<file path="src/rtl/mpy_pkg.sv">
// Shared encodings for the iterative multiplier/accumulator: opcodes, FSM states
// and the CVNZ status bit positions (same order as the ALU status bits).
package mpy_pkg;

    localparam logic [1:0] OP_MPY  = 2'b00;
    localparam logic [1:0] OP_MPYS = 2'b01;
    localparam logic [1:0] OP_MAC  = 2'b10;
    localparam logic [1:0] OP_MACS = 2'b11;

    localparam logic [1:0] S_IDLE = 2'd0;
    localparam logic [1:0] S_CALC = 2'd1;
    localparam logic [1:0] S_FIX  = 2'd2;
    localparam logic [1:0] S_ACC  = 2'd3;

    localparam int CVNZ_C = 3;
    localparam int CVNZ_V = 2;
    localparam int CVNZ_N = 1;
    localparam int CVNZ_Z = 0;

    // Opcode bit 0 selects signed operands, bit 1 selects accumulate.
    function automatic logic op_is_signed(input logic [1:0] op);
        return op[0];
    endfunction

    function automatic logic op_is_acc(input logic [1:0] op);
        return op[1];
    endfunction

endpackage

</file>
<file path="src/rtl/mpy_shift_add.sv">
// Radix-2 shift-add multiplier core: one multiplier bit per step, LSB first,
// with the multiplicand shifted left into a double-width partial product.
module mpy_shift_add #(
    parameter int SIZE = 16
) (
    input  logic                      clk,
    input  logic                      rst_n,
    input  logic                      load,
    input  logic                      step,
    input  logic [SIZE-1:0]           mcand_in,
    input  logic [SIZE-1:0]           mplier_in,
    input  logic [$clog2(SIZE)-1:0]   cnt_init,
    output logic [2*SIZE-1:0]         product,
    output logic                      last
);
    import mpy_pkg::*;

    localparam int CW = $clog2(SIZE);

    logic [2*SIZE-1:0] mcand_q, mcand_d;
    logic [SIZE-1:0]   mplier_q, mplier_d;
    logic [2*SIZE-1:0] prod_q, prod_d;
    logic [CW-1:0]     cnt_q, cnt_d;

    always_comb begin
        mcand_d  = mcand_q;
        mplier_d = mplier_q;
        prod_d   = prod_q;
        cnt_d    = cnt_q;
        if (load) begin
            mcand_d  = {{SIZE{1'b0}}, mcand_in};
            mplier_d = mplier_in;
            prod_d   = '0;
            cnt_d    = cnt_init;
        end else if (step) begin
            prod_d   = prod_q + (mplier_q[0] ? mcand_q : '0);
            mcand_d  = mcand_q << 1;
            mplier_d = mplier_q >> 1;
            cnt_d    = cnt_q - 1'b1;
        end
    end

    always_ff @(posedge clk) begin
        if (!rst_n) begin
            mcand_q  <= '0;
            mplier_q <= '0;
            prod_q   <= '0;
            cnt_q    <= '0;
        end else begin
            mcand_q  <= mcand_d;
            mplier_q <= mplier_d;
            prod_q   <= prod_d;
            cnt_q    <= cnt_d;
        end
    end

    assign product = prod_q;
    assign last    = (cnt_q == '0);

endmodule

</file>
<file path="src/rtl/mpy_unit.sv">
// Multi-cycle MPY/MPYS/MAC/MACS unit: FSM, operand sign/width conditioning,
// persistent accumulator with SUMEXT extension and CVNZ status.
module mpy_unit #(
    parameter int SIZE = 16
) (
    input  logic                CLK,
    input  logic                RST_N,
    input  logic                START,
    input  logic [1:0]          OP,
    input  logic                BW,
    input  logic [SIZE-1:0]     OP1,
    input  logic [SIZE-1:0]     OP2,
    input  logic                CLR_ACC,
    output logic                BUSY,
    output logic                DONE,
    output logic [2*SIZE-1:0]   RES,
    output logic [SIZE-1:0]     SUMEXT,
    output logic [3:0]          CVNZ_mpy,
    output logic [1:0]          state_dbg
);
    import mpy_pkg::*;

    localparam int HALF = SIZE / 2;
    localparam int CW   = $clog2(SIZE);
    localparam int MSB  = 2 * SIZE - 1;

    // Handshake: START is taken only on a cycle where BUSY=0 (including the DONE
    // cycle); once taken, BUSY stays high until ACC completes and DONE pulses once.
    logic [1:0]        state_q, state_d;
    logic [1:0]        op_q, op_d;
    logic              neg_q, neg_d;
    logic [2*SIZE-1:0] prod_q, prod_d;
    logic [2*SIZE-1:0] res_q, res_d;
    logic [SIZE-1:0]   sumext_q, sumext_d;
    logic [3:0]        cvnz_q, cvnz_d;
    logic              done_q, done_d;

    logic [SIZE-1:0]   op1_ext, op2_ext, op1_mag, op2_mag;
    logic              op1_neg, op2_neg;
    logic [CW-1:0]     cnt_init;
    logic              sa_load, sa_step, sa_last;
    logic [2*SIZE-1:0] mul_prod;

    always_comb begin
        op1_ext = OP1;
        op2_ext = OP2;
        if (BW) begin
            op1_ext = op_is_signed(OP) ? {{HALF{OP1[HALF-1]}}, OP1[HALF-1:0]}
                                       : {{HALF{1'b0}}, OP1[HALF-1:0]};
            op2_ext = op_is_signed(OP) ? {{HALF{OP2[HALF-1]}}, OP2[HALF-1:0]}
                                       : {{HALF{1'b0}}, OP2[HALF-1:0]};
        end
        op1_neg = op_is_signed(OP) & op1_ext[SIZE-1];
        op2_neg = op_is_signed(OP) & op2_ext[SIZE-1];
        // The most-negative value negates to 2^(SIZE-1), still representable unsigned.
        op1_mag = op1_neg ? (~op1_ext) + SIZE'(1) : op1_ext;
        op2_mag = op2_neg ? (~op2_ext) + SIZE'(1) : op2_ext;
        cnt_init = BW ? CW'(HALF - 1) : CW'(SIZE - 1);
    end

    mpy_shift_add #(.SIZE(SIZE)) u_shift_add (
        .clk       (CLK),
        .rst_n     (RST_N),
        .load      (sa_load),
        .step      (sa_step),
        .mcand_in  (op1_mag),
        .mplier_in (op2_mag),
        .cnt_init  (cnt_init),
        .product   (mul_prod),
        .last      (sa_last)
    );

    logic [2*SIZE:0]   acc_sum;
    logic [2*SIZE-1:0] new_res;
    logic              acc_c, acc_v;

    assign acc_sum = {1'b0, res_q} + {1'b0, prod_q};
    assign new_res = op_is_acc(op_q) ? acc_sum[MSB:0] : prod_q;
    assign acc_c   = (op_q == OP_MAC) & acc_sum[2*SIZE];
    assign acc_v   = (op_q == OP_MACS) & (res_q[MSB] == prod_q[MSB])
                   & (acc_sum[MSB] != res_q[MSB]);

    always_comb begin
        state_d  = state_q;
        op_d     = op_q;
        neg_d    = neg_q;
        prod_d   = prod_q;
        res_d    = res_q;
        sumext_d = sumext_q;
        cvnz_d   = cvnz_q;
        done_d   = 1'b0;
        sa_load  = 1'b0;
        sa_step  = 1'b0;
        case (state_q)
            S_IDLE: begin
                // Clear lands on the same edge as acceptance, so MAC adds onto zero.
                if (CLR_ACC) begin
                    res_d    = '0;
                    sumext_d = '0;
                    cvnz_d   = '0;
                end
                if (START) begin
                    state_d = S_CALC;
                    op_d    = OP;
                    neg_d   = op1_neg ^ op2_neg;
                    sa_load = 1'b1;
                end
            end
            S_CALC: begin
                sa_step = 1'b1;
                if (sa_last) state_d = S_FIX;
            end
            S_FIX: begin
                prod_d  = neg_q ? (~mul_prod) + (2*SIZE)'(1) : mul_prod;
                state_d = S_ACC;
            end
            S_ACC: begin
                res_d = new_res;
                case (op_q)
                    OP_MPY:  sumext_d = '0;
                    OP_MAC:  sumext_d = {{(SIZE-1){1'b0}}, acc_c};
                    default: sumext_d = {SIZE{new_res[MSB]}};
                endcase
                cvnz_d         = '0;
                cvnz_d[CVNZ_C] = acc_c;
                cvnz_d[CVNZ_V] = acc_v;
                cvnz_d[CVNZ_N] = new_res[MSB];
                cvnz_d[CVNZ_Z] = (new_res == '0);
                done_d  = 1'b1;
                state_d = S_IDLE;
            end
            default: state_d = S_IDLE;
        endcase
    end

    always_ff @(posedge CLK) begin
        if (!RST_N) begin
            state_q  <= S_IDLE;
            op_q     <= '0;
            neg_q    <= 1'b0;
            prod_q   <= '0;
            res_q    <= '0;
            sumext_q <= '0;
            cvnz_q   <= '0;
            done_q   <= 1'b0;
        end else begin
            state_q  <= state_d;
            op_q     <= op_d;
            neg_q    <= neg_d;
            prod_q   <= prod_d;
            res_q    <= res_d;
            sumext_q <= sumext_d;
            cvnz_q   <= cvnz_d;
            done_q   <= done_d;
        end
    end

    assign BUSY      = (state_q != S_IDLE);
    assign DONE      = done_q;
    assign RES       = res_q;
    assign SUMEXT    = sumext_q;
    assign CVNZ_mpy  = cvnz_q;
    assign state_dbg = state_q;

endmodule
</file>
<file path="config.mk">
export PLATFORM = sky130hd
export DESIGN_NAME = mpy_unit
export DESIGN_NICKNAME = d
export VERILOG_FILES = /design/src/rtl/mpy_pkg.sv /design/src/rtl/mpy_shift_add.sv /design/src/rtl/mpy_unit.sv
export SDC_FILE = /design/constraint.sdc
export NUM_CORES = 1
export LEC_CHECK = 0
export CAP_MARGIN = 20
export CELL_PAD_IN_SITES_DETAIL_PLACEMENT = 0
export CELL_PAD_IN_SITES_GLOBAL_PLACEMENT = 1
export CORE_ASPECT_RATIO = 1.1
export CORE_UTILIZATION = 30
export DETAILED_ROUTE_END_ITERATION = 7
export HOLD_SLACK_MARGIN = 0.08
export PLACE_DENSITY_LB_ADDON = 0.1
export SYNTH_ARGS = -nofsm -noshare
export SYNTH_HDL_FRONTEND = slang
export SYNTH_SLANG_ARGS = --single-unit
</file>
<file path="constraint.sdc">
create_clock -name CLK -period 4.9 [get_ports CLK]
set_input_delay 0.98 -clock CLK [delete_from_list [all_inputs] [get_ports CLK]]
set_output_delay 0.98 -clock CLK [all_outputs]
set_load 0.01 [all_outputs]
</file>
Word-level counts from Yosys, hierarchy flattened
Cells that the tools add are included.
{"block": "word_totals", "reg_bits": 174, "word_cells": 80, "in_bits": 39, "out_inout_bits": 56}
{"block": "op_classes", "addsub": 6, "n_reduce_logical": 11, "bitwise": 10, "n_eq_ne": 10, "n_mux": 30}
{"op": "two-way mux 16 bit", "n": 11}
{"op": "two-way mux 32 bit", "n": 4}
{"op": "one-hot mux 16 bit (2 select lines)", "n": 2}
{"op": "one-hot mux 32 bit (2 select lines)", "n": 1}
{"op": "adder 32 x 32 -> 33 bit", "n": 1}
{"op": "adder 16 x 1 -> 16 bit, second input constant", "n": 2}
{"op": "adder 32 x 1 -> 32 bit, second input constant", "n": 1}
{"op": "adder 32 bit", "n": 1}
{"op": "logical NOT 32 bit", "n": 1}
{"op": "NOT 16 bit", "n": 2}
{"op": "NOT 32 bit", "n": 1}
{"op": "two-way mux 4 bit", "n": 4}
{"op": "== test 2 bit, second input constant", "n": 4}
{"op": "one-hot mux 2 bit (4 select lines)", "n": 1}
{"op": "one-hot mux 4 bit (2 select lines)", "n": 1}
{"op": "inequality test 2 bit, second input constant", "n": 3}
{"op": "AND reduction 2 bit", "n": 3}
{"op": "nonzero test 2 bit", "n": 3}
{"op": "bitwise AND 1 bit", "n": 5}
{"op": "logical NOT 2 bit", "n": 2}
{"op": "logical NOT 4 bit", "n": 1}
{"op": "two-way mux 1 bit", "n": 4}
{"op": "two-way mux 2 bit", "n": 2}
{"op": "subtractor 4 x 1 -> 4 bit, second input constant", "n": 1}
{"op": "6 further kinds", "n": 6}

Depth between registers and ports, before layout
{"block": "depth", "depth_word": 6, "depth_mapped": 16, "depth_no_buf": 15}

Hierarchy
A second synthesis with hierarchy kept.
{"block": "hier_totals", "cells_unflattened": 1538, "area_unflattened_um2": 12144.1}
{"module": "mpy_unit", "n_inst": 1, "area_per_inst_um2": 6886.6, "cells_per_inst": 908, "seq_area_each_um2": 1501.4}
{"module": "mpy_shift_add", "n_inst": 1, "area_per_inst_um2": 5257.5, "cells_per_inst": 630, "seq_area_each_um2": 1681.6}

Least setup slack after synthesis
OpenSTA, ideal clock, no wires.
{"block": "synth_path", "path_kind": "register to register", "start": "register res_q[0] (netlist: RES[0])", "end": "register cvnz_q[0] (netlist: CVNZ_mpy[0])", "required_time_ps": 4813, "setup_ps": 87, "period_less_slack_ps": 3318, "setup_slack_ps": 1582, "path_stages_with_launch": 14, "t_arrival_ps": 3231, "path_buffers": 0, "path_cell_list": "dfxtp_1 ha_1 fa_1 a211o_1 a21oi_1 a211oi_1 o21ai_1 a21oi_1 or4_1 a31oi_1 nand3_1 nor4_1 nand4b_1 o31ai_1"}
{"block": "synth_between", "elab_chain_len": 4}
{"element": "start: declaration", "line_no": "mpy_unit.sv:33", "source": "logic [2*SIZE-1:0] res_q, res_d;"}
{"element": "start signal: assignment", "line_no": "mpy_unit.sv:151", "source": "res_q <= res_d;"}
{"element": "adder 32 x 32 -> 33 bit", "line_no": "mpy_unit.sv:77", "source": "assign acc_sum = {1'b0, res_q} + {1'b0, prod_q};"}
{"element": "two-way mux 32 bit", "line_no": "mpy_unit.sv:78", "source": "assign new_res = op_is_acc(op_q) ? acc_sum[MSB:0] : prod_q;"}
{"element": "logical NOT 32 bit", "line_no": "mpy_unit.sv:128", "source": "cvnz_d[CVNZ_Z] = (new_res == '0);"}
{"element": "one-hot mux 4 bit (2 select lines)", "line_no": "mpy_unit.sv:94", "source": "case (state_q)"}
{"element": "end signal: assignment", "line_no": "mpy_unit.sv:153", "source": "cvnz_q <= cvnz_d;"}
{"element": "end: declaration", "line_no": "mpy_unit.sv:35", "source": "logic [3:0] cvnz_q, cvnz_d;"}
No other way between the ends.
A chain may end at the register's enable or synchronous reset.

Worst setup path after layout
Same ends and word-level chain as after synthesis.

==> results.py <==
metrics = {
    "worst_setup_path": {
        "crit_top_cell": "a21oi_1",
        "critPathKind": "reg -> reg",
        "cp-start-kind": "flip-flop",
        "crit_family": "compound AO/OA/AOI/OAI gates",
        "required_ns": 5.26,
        "critPathMaxFanout": 6,
        "cp_num_buf_inv": 0,
        "crit_slowest_cell": "or4_1",
        "crit_path_cell_trace": "ha_1, fa_1, a211o_1, a21oi_1, a211oi_1, o21ai_1, a21oi_1, or4_1, a31oi_1, nand3_1, nor4_1, nand4b_1, o31ai_1",
        "cpPeakStageDelay_ns": 0.49,
        "endpoint_kind": "flip-flop",
        "worst-endpoint-arrival_ns": 4.29,
    },
    "floorplanning": {
        "die_area_um2": 39800,
        "pin_count": 95,
        "coreArea_um2": 38300,
        "initial_core_util": 0.305,
        "fp.dieH_um": 209,
        "die_w_um": 190,
        "rows": 75,
    },
    "routing": {
        "drtIter0Drc": 457,
        "routed_wl_um": 31800,
        "vias": 9876,
        "dr.pass1.iters": 4,
        "antenna_left": 0,
        "drcViolationCount": 0,
        "drt-vias-per-instance": 5.01,
        "wl_per_cell_um": 16.1,
    },
    "logic_synthesis": {
        "synth_common_cells": "159 x dfxtp_1, 145 x nand2_1, 120 x nor2_1",
        "avgSynthCellArea_um2": 8.19,
        "ys.warnings.count": 0,
        "synthesis.area_um2": 11700,
        "synth.net_count": 1539,
        "synthCells": 1427,
        "synth_edf_count": 0,
        "synth_top_cell_by_area": "dfxtp_1",
        "synth_area_leaders": "dfxtp_1 27%, ha_1 7.6%, mux2i_1 7.2%",
        "synth_cell_types": 71,
        "synth_seq_cells": 159,
        "async_flop_share": 0,
        "synthFlopType": "dfxtp_1",
        "ys_seq_area_frac": 0.272,
        "synth.most_common_cell": "dfxtp_1",
        "netlist.area_leader.share": 0.272,
    },
    "grt": {
        "gr-usage-all-layers": 0.163,
        "grt_pass1_wl_um": 51600,
        "grt_max_degree": 80,
        "grt_antenna_before_repair": 0,
        "grt_pass1_vias": 9623,
        "grt-ovfl-total": 0,
    },
    "sta": {
        "clock_skew_ns": 0.0105,
        "finalCritPeriodShare": 0.801,
        "slew_headroom": 0.299,
        "setup_slack_ns": 0.973,
        "fin_crit_ns": 3.93,
        "tightest_slew_ns": 1.04,
        "max_clock_freq_ghz": 0.255,
        "fin_setup_tns_ns": 0,
        "finalSetupViolations": 0,
        "rsz0062_at_grt": "no",
        "hold_viol_final": 0,
        "report.final.slew_viol_count": 0,
    },
    "power": {
        "peakVddDrop_mv": 0.259,
        "pwr_density_cell_nw_per_um2": 378,
        "leakagePower_uw": 0.00584,
    },
    "layout": {
        "drive_above_1_share": 0.0550,
        "area_delta_synth_final_pct": 16.2,
        "seqCellArea_um2": 3180,
        "final.fill_count": 4094,
        "fin_nets": 1571,
        "multi_input_area_um2": 7970,
    },
    "place": {
        "dp_hpwl_um": 24000,
        "numPortBuffers": 94,
        "place.gp.congestion": 0.822,
        "place_ws_ns": 0.441,
    },
    "clock_tree": {
        "cts_buffer_depth": 2,
        "postCtsHoldBufs": 0,
        "htree_levels": 4,
        "insertion_delay_ns": 0.45,
        "cts-resized-gates": 0,
        "postCtsSetupRepairBufs": 0,
        "cts.sinks": 159,
        "numCtsBuffers": 17,
        "clk_pin_slew_ns": 0.07,
        "root_buffer": "clkbuf_16",
        "cts_tree": "built",
    },
    "worst_hold_path": {
        "hold_path.class": "reg -> reg",
    },
    "status": {
        "status": "finished, final reports clean",
    },
    "run": {
        "drv_cap": 0,
    },
}
## cell usage in the layout, fill, tap and decap left out, types with 15 or more instances in the layout
master,netlist,routed
a21oi_1,73,73
clkdlybuf4s50_1,0,93
dfxtp_1,159,158
o21a_1,17,17
inv_1,31,31
nor3_1,24,24
clkbuf_16,0,17
xnor2_1,51,51
xor2_1,51,51
ha_1,71,69
o21ai_0,60,59
mux2i_1,84,83
a21o_1,33,33
nand3_1,20,20
a211oi_1,20,20
a22oi_1,20,20
a21boi_0,28,28
nor2b_1,40,40
nand2_1,145,144
and2_1,44,44
o211a_1,47,47
o31ai_1,16,16
nor2_1,120,120
buf_4,18,15
## path summary, 6_finish.rpt
check | depth (start not counted) | start | slack [ns] | to
setup / recovery | 13 | RES[0] | 0.97 | CVNZ_mpy[0]
setup reg to reg | 13 | RES[0] | 0.97 | CVNZ_mpy[0]
hold / removal | 2 | CVNZ_mpy[0] | 0.49 | CVNZ_mpy[0]
hold reg to reg | 2 | CVNZ_mpy[0] | 0.49 | CVNZ_mpy[0]
## cells by family (layout without fill, tap and decap cells)
| logic type | Yosys count | count (layout) | share of synthesized area |
|---|---|---|---|
| simple gates | 485 | 485 | 0.206 |
| compound gates | 387 | 387 | 0.236 |
| flops | 159 | 159 | 0.272 |
| buf+inv | 127 | 172 | 0.0490 |
| xor+xnor | 102 | 102 | 0.0764 |
| mux | 94 | 94 | 0.0815 |
| fa+ha+maj | 73 | 73 | 0.0794 |
| other cells | 0 | 1 | 0 |
## worst register-to-register path, cell delays in order, from the launching register on
cell,delay (ns)
dfxtp_1,0.34
ha_1,0.25
fa_1,0.45
a211o_1,0.34
a21oi_1,0.26
a211oi_1,0.17
o21ai_1,0.39
a21oi_1,0.18
or4_1,0.49
a31oi_1,0.20
nand3_1,0.10
nor4_1,0.36
nand4b_1,0.14
o31ai_1,0.20
## final cells by class
type / count / share of cell area
diodes: 1 / 0.000184
clock buffers: 21 / 0.0346
clock inverters: 11 / 0.0114
inverters: 31 / 0.00856
multi-input cells: 1141 / 0.586
flip-flops and latches: 159 / 0.234
well taps: 500 / 0.0460
repair buffers: 109 / 0.0788
## state kept, by name (all words and copies together), names as in the netlist
name / count
DONE: 1
CVNZ_mpy: 4
u_shift_add.product: 32
u_shift_add.mcand_q: 32
u_shift_add.cnt_q: 4
SUMEXT: 2
neg_q: 1
op_q: 2
state_dbg: 2
u_shift_add.mplier_q: 16
RES: 31
prod_q: 32
## layer usage
layer	vias up	track usage	share of wire	wire length [um]
met5	-	0	0	0
met4	0	0.0477	0.013	426
met3	24	0.0203	0.018	572
met2	102	0.270	0.46	14600
met1	4536	0.219	0.51	16100
li1	5214	-	-	-
## report_power, final
part	internal, uW	leakage [uW]	switching, uW
Sequential	1500	0.00129	206
Clock	847	0.000293	597
Combinational	842	0.00426	1150
Total	3190	0.00584	1950
## through the flow
step	util	hold slack, ns	power [uW]	cell area, um^2	instances
final	0.355	0.486	5140	13600	1973
after global routing	0.355	0.516	5510	13600	1972
after CTS	0.355	0.489	5230	13600	1972
after detailed placement	0.339	0.478	3760	13000	1940
after global placement	0.338	0.477	3740	12900	1939
after floorplan	-	0.460	3180	11700	1427
(Power assumes the default switching activity.)
